File: src/rtl/lc3_isdu_pkg.sv
// Shared types for the LC-3 sequencer: state encoding, control word, opcodes, mux encodings.
package lc3_pkg;

  typedef enum logic [4:0] {
    S_HALTED, S_F1, S_F2, S_F3, S_DEC,
    S_ADD, S_AND, S_NOT,
    S_BR0, S_BR1, S_JMP, S_JSR0, S_JSR1,
    S_L0, S_L1, S_L2,
    S_S0, S_S1, S_S2,
    S_P0, S_P1
  } state_t;

  localparam logic [3:0] OP_BR  = 4'b0000;
  localparam logic [3:0] OP_ADD = 4'b0001;
  localparam logic [3:0] OP_JSR = 4'b0100;
  localparam logic [3:0] OP_AND = 4'b0101;
  localparam logic [3:0] OP_LDR = 4'b0110;
  localparam logic [3:0] OP_STR = 4'b0111;
  localparam logic [3:0] OP_NOT = 4'b1001;
  localparam logic [3:0] OP_JMP = 4'b1100;
  localparam logic [3:0] OP_PSE = 4'b1101;

  localparam logic [1:0] ALUK_ADD   = 2'd0;
  localparam logic [1:0] ALUK_AND   = 2'd1;
  localparam logic [1:0] ALUK_NOT   = 2'd2;
  localparam logic [1:0] ALUK_PASSA = 2'd3;

  localparam logic [1:0] PCMUX_INC   = 2'd0;
  localparam logic [1:0] PCMUX_BUS   = 2'd1;
  localparam logic [1:0] PCMUX_ADDER = 2'd2;

  localparam logic [1:0] A2_ZERO  = 2'd0;
  localparam logic [1:0] A2_OFF6  = 2'd1;
  localparam logic [1:0] A2_OFF9  = 2'd2;
  localparam logic [1:0] A2_OFF11 = 2'd3;

  // All fields active-high; a zero word is a safe idle cycle.
  typedef struct packed {
    logic       LD_MAR, LD_MDR, LD_IR, LD_BEN, LD_CC, LD_REG, LD_PC, LD_LED;
    logic       GatePC, GateMDR, GateALU, GateMARMUX;
    logic [1:0] PCMUX;
    logic       DRMUX, SR1MUX, SR2MUX, ADDR1MUX;
    logic [1:0] ADDR2MUX;
    logic [1:0] ALUK;
    logic       MIO_EN, Mem_CE, Mem_OE, Mem_WE;
  } ctrl_t;

  // States that hold the SRAM strobes for the configured wait time.
  function automatic logic is_mem_state(state_t s);
    return (s == S_F2) || (s == S_L1) || (s == S_S2);
  endfunction

endpackage

File: src/rtl/lc3_isdu_if.sv
// Sequencer inputs from IR/datapath and the control word / debug state back out.
interface lc3_isdu_if;
  import lc3_pkg::*;

  logic       Run;
  logic       Continue;
  logic [3:0] Opcode;
  logic       IR_5;
  logic       IR_11;
  logic       BEN;
  ctrl_t      Ctrl;
  state_t     State_Dbg;

  modport master (output Run, Continue, Opcode, IR_5, IR_11, BEN,
                  input  Ctrl, State_Dbg);
  modport slave  (input  Run, Continue, Opcode, IR_5, IR_11, BEN,
                  output Ctrl, State_Dbg);
endinterface

File: src/rtl/lc3_isdu.sv
// LC-3 instruction sequencing/decode unit: Moore FSM driving all datapath controls.
module lc3_isdu
  import lc3_pkg::*;
#(
  parameter int MEM_WAIT = 1
) (
  input  logic       Clk,
  input  logic       Reset,
  lc3_isdu_if.slave  bus
);

  localparam logic [1:0] WAIT_LD = 2'(MEM_WAIT);

  state_t     state, state_nxt;
  logic [1:0] wait_cnt;
  logic       wait_done;
  logic       ir5_q, ir11_q;
  ctrl_t      ctrl;

  assign wait_done = (wait_cnt == 2'd0);

  // State, SRAM wait counter, and the IR mode bits captured at decode so the
  // execute-state outputs depend on registers only.
  always_ff @(posedge Clk or posedge Reset) begin
    if (Reset) begin
      state    <= S_HALTED;
      wait_cnt <= 2'd0;
      ir5_q    <= 1'b0;
      ir11_q   <= 1'b0;
    end else begin
      state <= state_nxt;
      if (is_mem_state(state_nxt) && (state_nxt != state))
        wait_cnt <= WAIT_LD;
      else if (is_mem_state(state) && !wait_done)
        wait_cnt <= wait_cnt - 2'd1;
      if (state == S_DEC) begin
        ir5_q  <= bus.IR_5;
        ir11_q <= bus.IR_11;
      end
    end
  end

  // Next-state: fetch/decode, opcode dispatch, memory waits, pause handshake.
  always_comb begin
    state_nxt = state;
    unique case (state)
      S_HALTED: if (bus.Run) state_nxt = S_F1;
      S_F1:     state_nxt = S_F2;
      S_F2:     if (wait_done) state_nxt = S_F3;
      S_F3:     state_nxt = S_DEC;
      S_DEC: begin
        case (bus.Opcode)
          OP_ADD:  state_nxt = S_ADD;
          OP_AND:  state_nxt = S_AND;
          OP_NOT:  state_nxt = S_NOT;
          OP_BR:   state_nxt = S_BR0;
          OP_JMP:  state_nxt = S_JMP;
          OP_JSR:  state_nxt = S_JSR0;
          OP_LDR:  state_nxt = S_L0;
          OP_STR:  state_nxt = S_S0;
          OP_PSE:  state_nxt = S_P0;
          default: state_nxt = S_F1;
        endcase
      end
      S_ADD, S_AND, S_NOT, S_BR1, S_JMP, S_JSR1, S_L2: state_nxt = S_F1;
      S_BR0:    state_nxt = bus.BEN ? S_BR1 : S_F1;
      S_JSR0:   state_nxt = S_JSR1;
      S_L0:     state_nxt = S_L1;
      S_L1:     if (wait_done) state_nxt = S_L2;
      S_S0:     state_nxt = S_S1;
      S_S1:     state_nxt = S_S2;
      S_S2:     if (wait_done) state_nxt = S_F1;
      S_P0:     if (bus.Continue) state_nxt = S_P1;
      S_P1:     if (!bus.Continue) state_nxt = S_F1;
      default:  state_nxt = S_HALTED;
    endcase
  end

  // Control word decode from state (plus captured IR bits / wait counter).
  always_comb begin
    ctrl = '0;
    unique case (state)
      S_F1: begin
        ctrl.GatePC = 1'b1; ctrl.LD_MAR = 1'b1; ctrl.LD_PC = 1'b1; ctrl.PCMUX = PCMUX_INC;
      end
      S_F2, S_L1: begin
        ctrl.Mem_CE = 1'b1; ctrl.Mem_OE = 1'b1; ctrl.MIO_EN = 1'b1;
        ctrl.LD_MDR = wait_done;
      end
      S_F3:  begin ctrl.GateMDR = 1'b1; ctrl.LD_IR = 1'b1; end
      S_DEC: ctrl.LD_BEN = 1'b1;
      S_ADD, S_AND, S_NOT: begin
        ctrl.GateALU = 1'b1; ctrl.LD_REG = 1'b1; ctrl.LD_CC = 1'b1; ctrl.SR1MUX = 1'b1;
        ctrl.ALUK    = (state == S_ADD) ? ALUK_ADD : (state == S_AND) ? ALUK_AND : ALUK_NOT;
        ctrl.SR2MUX  = (state != S_NOT) & ir5_q;
      end
      S_BR1: begin
        ctrl.LD_PC = 1'b1; ctrl.PCMUX = PCMUX_ADDER; ctrl.ADDR2MUX = A2_OFF9;
      end
      S_JMP: begin
        ctrl.LD_PC = 1'b1; ctrl.PCMUX = PCMUX_ADDER; ctrl.ADDR1MUX = 1'b1;
        ctrl.SR1MUX = 1'b1; ctrl.ADDR2MUX = A2_ZERO;
      end
      S_JSR0: begin ctrl.GatePC = 1'b1; ctrl.DRMUX = 1'b1; ctrl.LD_REG = 1'b1; end
      S_JSR1: begin
        // JSR: PC + off11; JSRR: BaseR + 0.
        ctrl.LD_PC    = 1'b1; ctrl.PCMUX = PCMUX_ADDER;
        ctrl.ADDR1MUX = !ir11_q;
        ctrl.SR1MUX   = !ir11_q;
        ctrl.ADDR2MUX = ir11_q ? A2_OFF11 : A2_ZERO;
      end
      S_L0, S_S0: begin
        ctrl.ADDR1MUX = 1'b1; ctrl.SR1MUX = 1'b1; ctrl.ADDR2MUX = A2_OFF6;
        ctrl.GateMARMUX = 1'b1; ctrl.LD_MAR = 1'b1;
      end
      S_L2: begin ctrl.GateMDR = 1'b1; ctrl.LD_REG = 1'b1; ctrl.LD_CC = 1'b1; end
      S_S1: begin
        ctrl.SR1MUX = 1'b0; ctrl.ALUK = ALUK_PASSA; ctrl.GateALU = 1'b1; ctrl.LD_MDR = 1'b1;
      end
      S_S2: begin ctrl.Mem_CE = 1'b1; ctrl.Mem_WE = 1'b1; end
      S_P0: ctrl.LD_LED = 1'b1;
      default: ctrl = '0;
    endcase
  end

  assign bus.Ctrl      = ctrl;
  assign bus.State_Dbg = state;

endmodule

File: src/flat_wrapper.sv
// flat-port wrapper written by rule: the top's interface ports become plain ports
module lc3_isdu_flat import lc3_pkg::*;
#(
  parameter int MEM_WAIT = 1
)
  (Clk, Reset, bus_Run, bus_Continue, bus_Opcode, bus_IR_5, bus_IR_11, bus_BEN, bus_Ctrl, bus_State_Dbg);
  lc3_isdu_if bus_i ();
  input  logic Clk;
  input  logic Reset;
  input wire logic [$bits(bus_i.Run)-1:0] bus_Run;
  input wire logic [$bits(bus_i.Continue)-1:0] bus_Continue;
  input wire logic [$bits(bus_i.Opcode)-1:0] bus_Opcode;
  input wire logic [$bits(bus_i.IR_5)-1:0] bus_IR_5;
  input wire logic [$bits(bus_i.IR_11)-1:0] bus_IR_11;
  input wire logic [$bits(bus_i.BEN)-1:0] bus_BEN;
  output wire logic [$bits(bus_i.Ctrl)-1:0] bus_Ctrl;
  output wire logic [$bits(bus_i.State_Dbg)-1:0] bus_State_Dbg;
  assign bus_i.Run = bus_Run;
  assign bus_i.Continue = bus_Continue;
  assign bus_i.Opcode = bus_Opcode;
  assign bus_i.IR_5 = bus_IR_5;
  assign bus_i.IR_11 = bus_IR_11;
  assign bus_i.BEN = bus_BEN;
  assign bus_Ctrl = bus_i.Ctrl;
  assign bus_State_Dbg = bus_i.State_Dbg;
  lc3_isdu #(.MEM_WAIT(MEM_WAIT)) u_core (.Clk(Clk), .Reset(Reset), .bus(bus_i));
endmodule
File: config.mk
export PLATFORM = sky130hd
export DESIGN_NAME = lc3_isdu_flat
export DESIGN_NICKNAME = d
export VERILOG_FILES = /design/src/rtl/lc3_isdu_pkg.sv /design/src/rtl/lc3_isdu_if.sv /design/src/rtl/lc3_isdu.sv /design/src/flat_wrapper.sv
export SDC_FILE = /design/constraint.sdc
export NUM_CORES = 1
export LEC_CHECK = 0
export CORE_ASPECT_RATIO = 0.9
export CORE_UTILIZATION = 40
export DETAILED_ROUTE_END_ITERATION = 12
export GPL_TIMING_DRIVEN = 0
export PLACE_DENSITY_LB_ADDON = 0.12
export SETUP_SLACK_MARGIN = 0.4
export SYNTH_ARGS = -nofsm -noshare
export SYNTH_HDL_FRONTEND = slang
export SYNTH_SLANG_ARGS = --single-unit
File: constraint.sdc
create_clock -name Clk -period 4 [get_ports Clk]
set_input_delay 1 -clock Clk [delete_from_list [all_inputs] [get_ports Clk]]
set_output_delay 1 -clock Clk [all_outputs]
set_load 0.03 [all_outputs]
After elaboration in Yosys (flattened, before gate mapping)
Memory sizes are Yosys's and may differ from the RTL's.
Index checks and enable logic that the tools add are counted.
Storage, ports and cells
  register bits: 9
  memory bits (read-only): 80
  bits of input ports: 11
  output and inout port bits: 31
  logic and storage cells: 93
  memories: 1
Cells by class
  $add $sub $neg: 1
  eq/ne operators: 25
  multiplexer cells: 35
  bitwise gates (word level): 1
  reductions and logical operators: 26
Memory list
  (no name shown): depth 16, bits a word 5, rd ports 1, clocked after Yosys merged registers in 0, write ports 0, line lc3_isdu.sv:52  | case (bus.Opcode)
Operators with widths (number)
  $pmux 5 s15: 1
  $eq 5x4->1 const B: 9
  $eq 5x5->1 const B: 6
  $mux 5: 6
  $eq 5x3->1 const B: 4
  $mux 1: 16
  $eq 5x2->1 const B: 3
  $reduce_or 3->1: 5
  $mux 2: 6
  $reduce_or 4->1: 3
  $reduce_or 2->1: 4
  $reduce_or 7->1: 1
  $pmux 1 s2: 3
  $pmux 2 s3: 1
  $reduce_or 6->1: 1
  $eq 5x1->1 const B: 1
  $logic_not 5->1: 1
  $ne 5x3->1 const B: 1
  $ne 5x5->1: 1
  $reduce_or 5->1: 1
  $logic_or 1x1->1: 4
  $mux 4: 1
  $pmux 2 s2: 1
  $logic_and 1x1->1: 2
  5 further kinds: 6

Longest topological paths before layout
  word-level depth: 8
  depth in mapped cells: 7
  depth with buffers taken out: 7

Worst setup path after synthesis
OpenSTA, ideal clock, no wires.
  path type: reg2out
  start: reg u_core.state[3], in the netlist u_core.bus.State_Dbg[3]
  end: out bus_Ctrl[3]
  arrival time: 2.079 ns
  setup slack: 0.921 ns
  stages on the path, launching flop included: 7
  path buffers: 3
  cells stage by stage: dfrtp_1 -> buf_2 -> buf_1 -> nand2_1 -> a21o_1 -> nor2_1 -> buf_4
On the way
  longest elaborated chain between the ends: 3
RTL lines
  from (decl): line lc3_isdu.sv:14  | state_t state, state_nxt;
  from (signal assigned): line lc3_isdu.sv:31  | state <= state_nxt;
  $eq 5x4->1 or $eq 5x2->1 (tied branches)
  $reduce_or 2->1 (*)
  $mux 1 (*)
  to (decl): line flat_wrapper.sv:16  | output wire logic [$bits(bus_i.Ctrl)-1:0] bus_Ctrl;
Mark *: on every way between the ends. The rest lies on a longest branch, timed or not.

Worst setup path after layout
  start: reg u_core.state[0], in the netlist u_core.bus.State_Dbg[0]
  end: out bus_Ctrl[20]
On the way
  longest elaborated chain between the ends: 3
RTL lines
  $eq 5x4->1 or $eq 5x3->1 (tied branches): line lc3_isdu.sv:82  | unique case (state)
  $reduce_or 5->1 (no line) (*)
  $mux 1 (*): line lc3_isdu.sv:82
Marked as above.

==> flow_summary_export.csv <==
group,metric,value,unit
outcome,status,"finished, final reports clean",
power,ir_drop,0.315,mV
finish,multi_input_area,893,um^2
setup_path,critical_path_arrival,2410,ps
global_route,grt_pass1_vias,1239,
synth,synth.area.mux_share,2.71,%
route,drt_iter0_markers,120,
global_route,grt_pass1_wl,5.66,mm
finish,nNetsFinal,242,
synth,synth_xor_area_share,2.81,%
cts,post_cts_buffers,0,
global_route,grt_start_max_net_pins,11,
placement,dpl_worst_slack,724,ps
floorplanning,rows,18,
sta,min_period,3410,ps
floorplanning,die_w,60.9,um
synth,syn_avg_cell_area,6.82,um^2
sta,tns,0,ps
global_route,antenna_found_initial,0,
sta,finalWorstSetupSlack,585,ps
cts,root_buffer,"clkbuf_4",
power,powerDensity,722,nW/um^2
power,p_leak,0.760,nW
finish,final_util,59.8,%
placement,portBuffers,38,
synth,netlist-cell-type-count,46,
synth,async_flop_share,100,%
floorplanning,start_util,43.6,%
setup_path,crit_path_start_kind,"flop",
finish,n_fill_cell,289,
synth,synth-simple-area-share,33.1,%
sta,rsz0062_at_grt,"false",
cts,numCtsBuffers,3,
synth,synth_area,1250,um^2
global_route,grt.overflow.total,0,
route,drcViolationCount,0,
cts,clk_path_buf_depth,2,
placement,hpwl,2.96,mm
floorplanning,dieHeight,55.0,um
synth,ys_ff_latch,9,
finish,drive_gt1_share,10.2,%
route,routed_wl,3.71,mm
route,wl_per_cell,14.0,um
setup_path,end_kind,"primary output",
sta,finClkSkew,2.70,ps
synth,yosysWarnings,0,
hold_path,hold_class,"flop to flop",
sta,fmax,293,MHz
sta,drv_slew,0,
sta,setup_viol,0,
cts,cts_sinks,9,
global_route,grt_use_total,22.7,%
placement,place_congestion,0.908,
synth,synth_ff_type,"dfrtp_1",
floorplanning,core,2860,um^2
placement,placed_area,1680,um^2
finish,instances_no_fill,265,
cts,hold_buffers,0,
sta,finalHoldViolCount,0,
sta,finalCritPeriodShare,85.4,%
finish,final-seq-area,225,um^2
cts,post_cts_resized,0,
cts,clk_latency,260,ps
route,firstDrtPassIters,5,
cts,cts.htree.levels,1,
route,vias,1471,
placement,place_inst,261,
finish,antenna_cells,0,
synth,ys_seq_area_share,18.1,%
route,post_drt_via_cell_ratio,5.55,
floorplanning,die-area,3350,um^2
synth,netlist_instances,183,
synth,synthAdderAreaFrac,5.02,%
floorplanning,num_io_pins,42,
synth,synth-edff-count,0,
synth,synth_top_family_by_area,"simple AND/OR/NAND/NOR gates",
finish,syn_to_final_growth,37.0,%
cts,clkTransAtPathRegs,60,ps
route,drtAntennaViolNets,0,
sta,hold_ws,511,ps
run,maxCapViolations,0,
setup_path,required,3000,ps
finish,design_area,1710,um^2
power,finalPower,1.23,mW
cts,cts_tree,"done",
synth,syn_nets,199,
setup_path,crit_type,"flop to primary output",
setup_path,crit_fanout,10,
synth,synth_compound_area_share,27.7,%
[sequential cells by signal (all words and copies together), names as in the netlist]
signal,cells
u_core.bus.State_Dbg,5
u_core.ir11_q,1
u_core.ir5_q,1
u_core.wait_cnt,2
[final cells by class]
type / instances / area share (%)
Multi-Input combinational cell: 146 / 52.3
Timing Repair Buffer: 38 / 22.4
Sequential cell: 9 / 13.2
Buffer: 14 / 4.61
Inverter: 14 / 3.07
Tap cell: 40 / 2.93
Clock buffer: 4 / 1.54
[path summary, 6_finish.rpt]
| check | startpoint | endpoint | slack (ps) | depth (start not counted) |
|---|---|---|---|---|
| hold / removal | u_core.ir5_q$_DFFE_PP0P_ | u_core.ir5_q$_DFFE_PP0P_ | 510 | 2 |
| max in group asynchronous | Reset | u_core.ir11_q$_DFFE_PP0P_ | 2740 | 2 |
| setup / recovery | u_core.bus.State_Dbg[0]$_DFF_PP0_ | bus_Ctrl[20] | 590 | 6 |
| min in group asynchronous | Reset | u_core.bus.State_Dbg[2]$_DFF_PP0_ | 1000 | 2 |
| setup reg to reg | u_core.bus.State_Dbg[2]$_DFF_PP0_ | u_core.wait_cnt[1]$_DFFE_PP0P_ | 2040 | 6 |
| hold reg to reg | u_core.ir5_q$_DFFE_PP0P_ | u_core.ir5_q$_DFFE_PP0P_ | 510 | 2 |
[layout by cell type, fill, tap and decap left out, types with 3 or more instances in the layout]
cell type and n:
buf_2 4, nor2_1 25, nor2b_1 4, clkdlybuf4s50_1 37, clkbuf_4 3, o22ai_1 4, nand2_1 22, buf_4 3
nand2b_1 8, a21o_1 3, clkbuf_1 4, inv_1 10, and3b_1 3, xnor2_1 4, o211ai_1 3, nor3_1 6
a31oi_1 5, dfrtp_1 9, ha_1 5, inv_2 4, nand3b_1 3, o21ai_0 6, a21oi_1 17
[metal layers]
metal / GRT usage, % / vias up / part of all wire [%]
li1: - / 723 / -
met1: 31.6 / 684 / 46
met2: 37.0 / 64 / 47
met3: 5.35 / 0 / 7.1
met4: 1.89 / 0 / 0
met5: 0 / - / 0
[worst max-delay path, cell delays in order, from the launching register on]
cell and delay (ps):
dfrtp_1 440, buf_2 260, buf_1 380, nand2_1 100, a21oi_1 190, or2_1 120, clkdlybuf4s50_1 660
[cells by family after synthesis]
logic type / after synthesis
AO/OA/AOI/OAI: 52
XOR/XNOR: 4
adder cells (fa/ha/maj): 5
buffers and inverters: 28
flip-flops: 9
multiplexers: 3
other: 1
AND/OR/NAND/NOR: 81
[cells in the mapped netlist, drive strengths merged, types with 2 or more instances]
master,n,area [um^2]
nor4bb,2,20.0
nand2,22,82.6
o211ai,3,22.5
nor2,25,93.8
a21oi,17,85.1
inv,14,52.6
xnor2,4,35.0
nor3b,2,20.0
o22ai,4,25.0
dfrtp,9,225
nor3,6,30.0
mux2,3,33.8
o21a,2,15.0
or2,3,18.8
a31oi,5,31.3
buf,10,61.3
clkbuf,4,15.0
ha,5,62.6
nor2b,4,25.0
nand3b,3,22.5
a22oi,3,27.5
o21ai,6,30.0
a21o,3,22.5
and3b,3,26.3
nand2b,8,50.1
[power by group]
| group | switching, mW | internal, mW | total (mW) |
|---|---|---|---|
| combinational | 0.602 | 0.393 | 0.994 |
| clock | 0.0311 | 0.0384 | 0.0695 |
| sequential | 0.0394 | 0.131 | 0.170 |
| total | 0.672 | 0.562 | 1.23 |
Note: power is estimated with default switching activity, not from simulation.
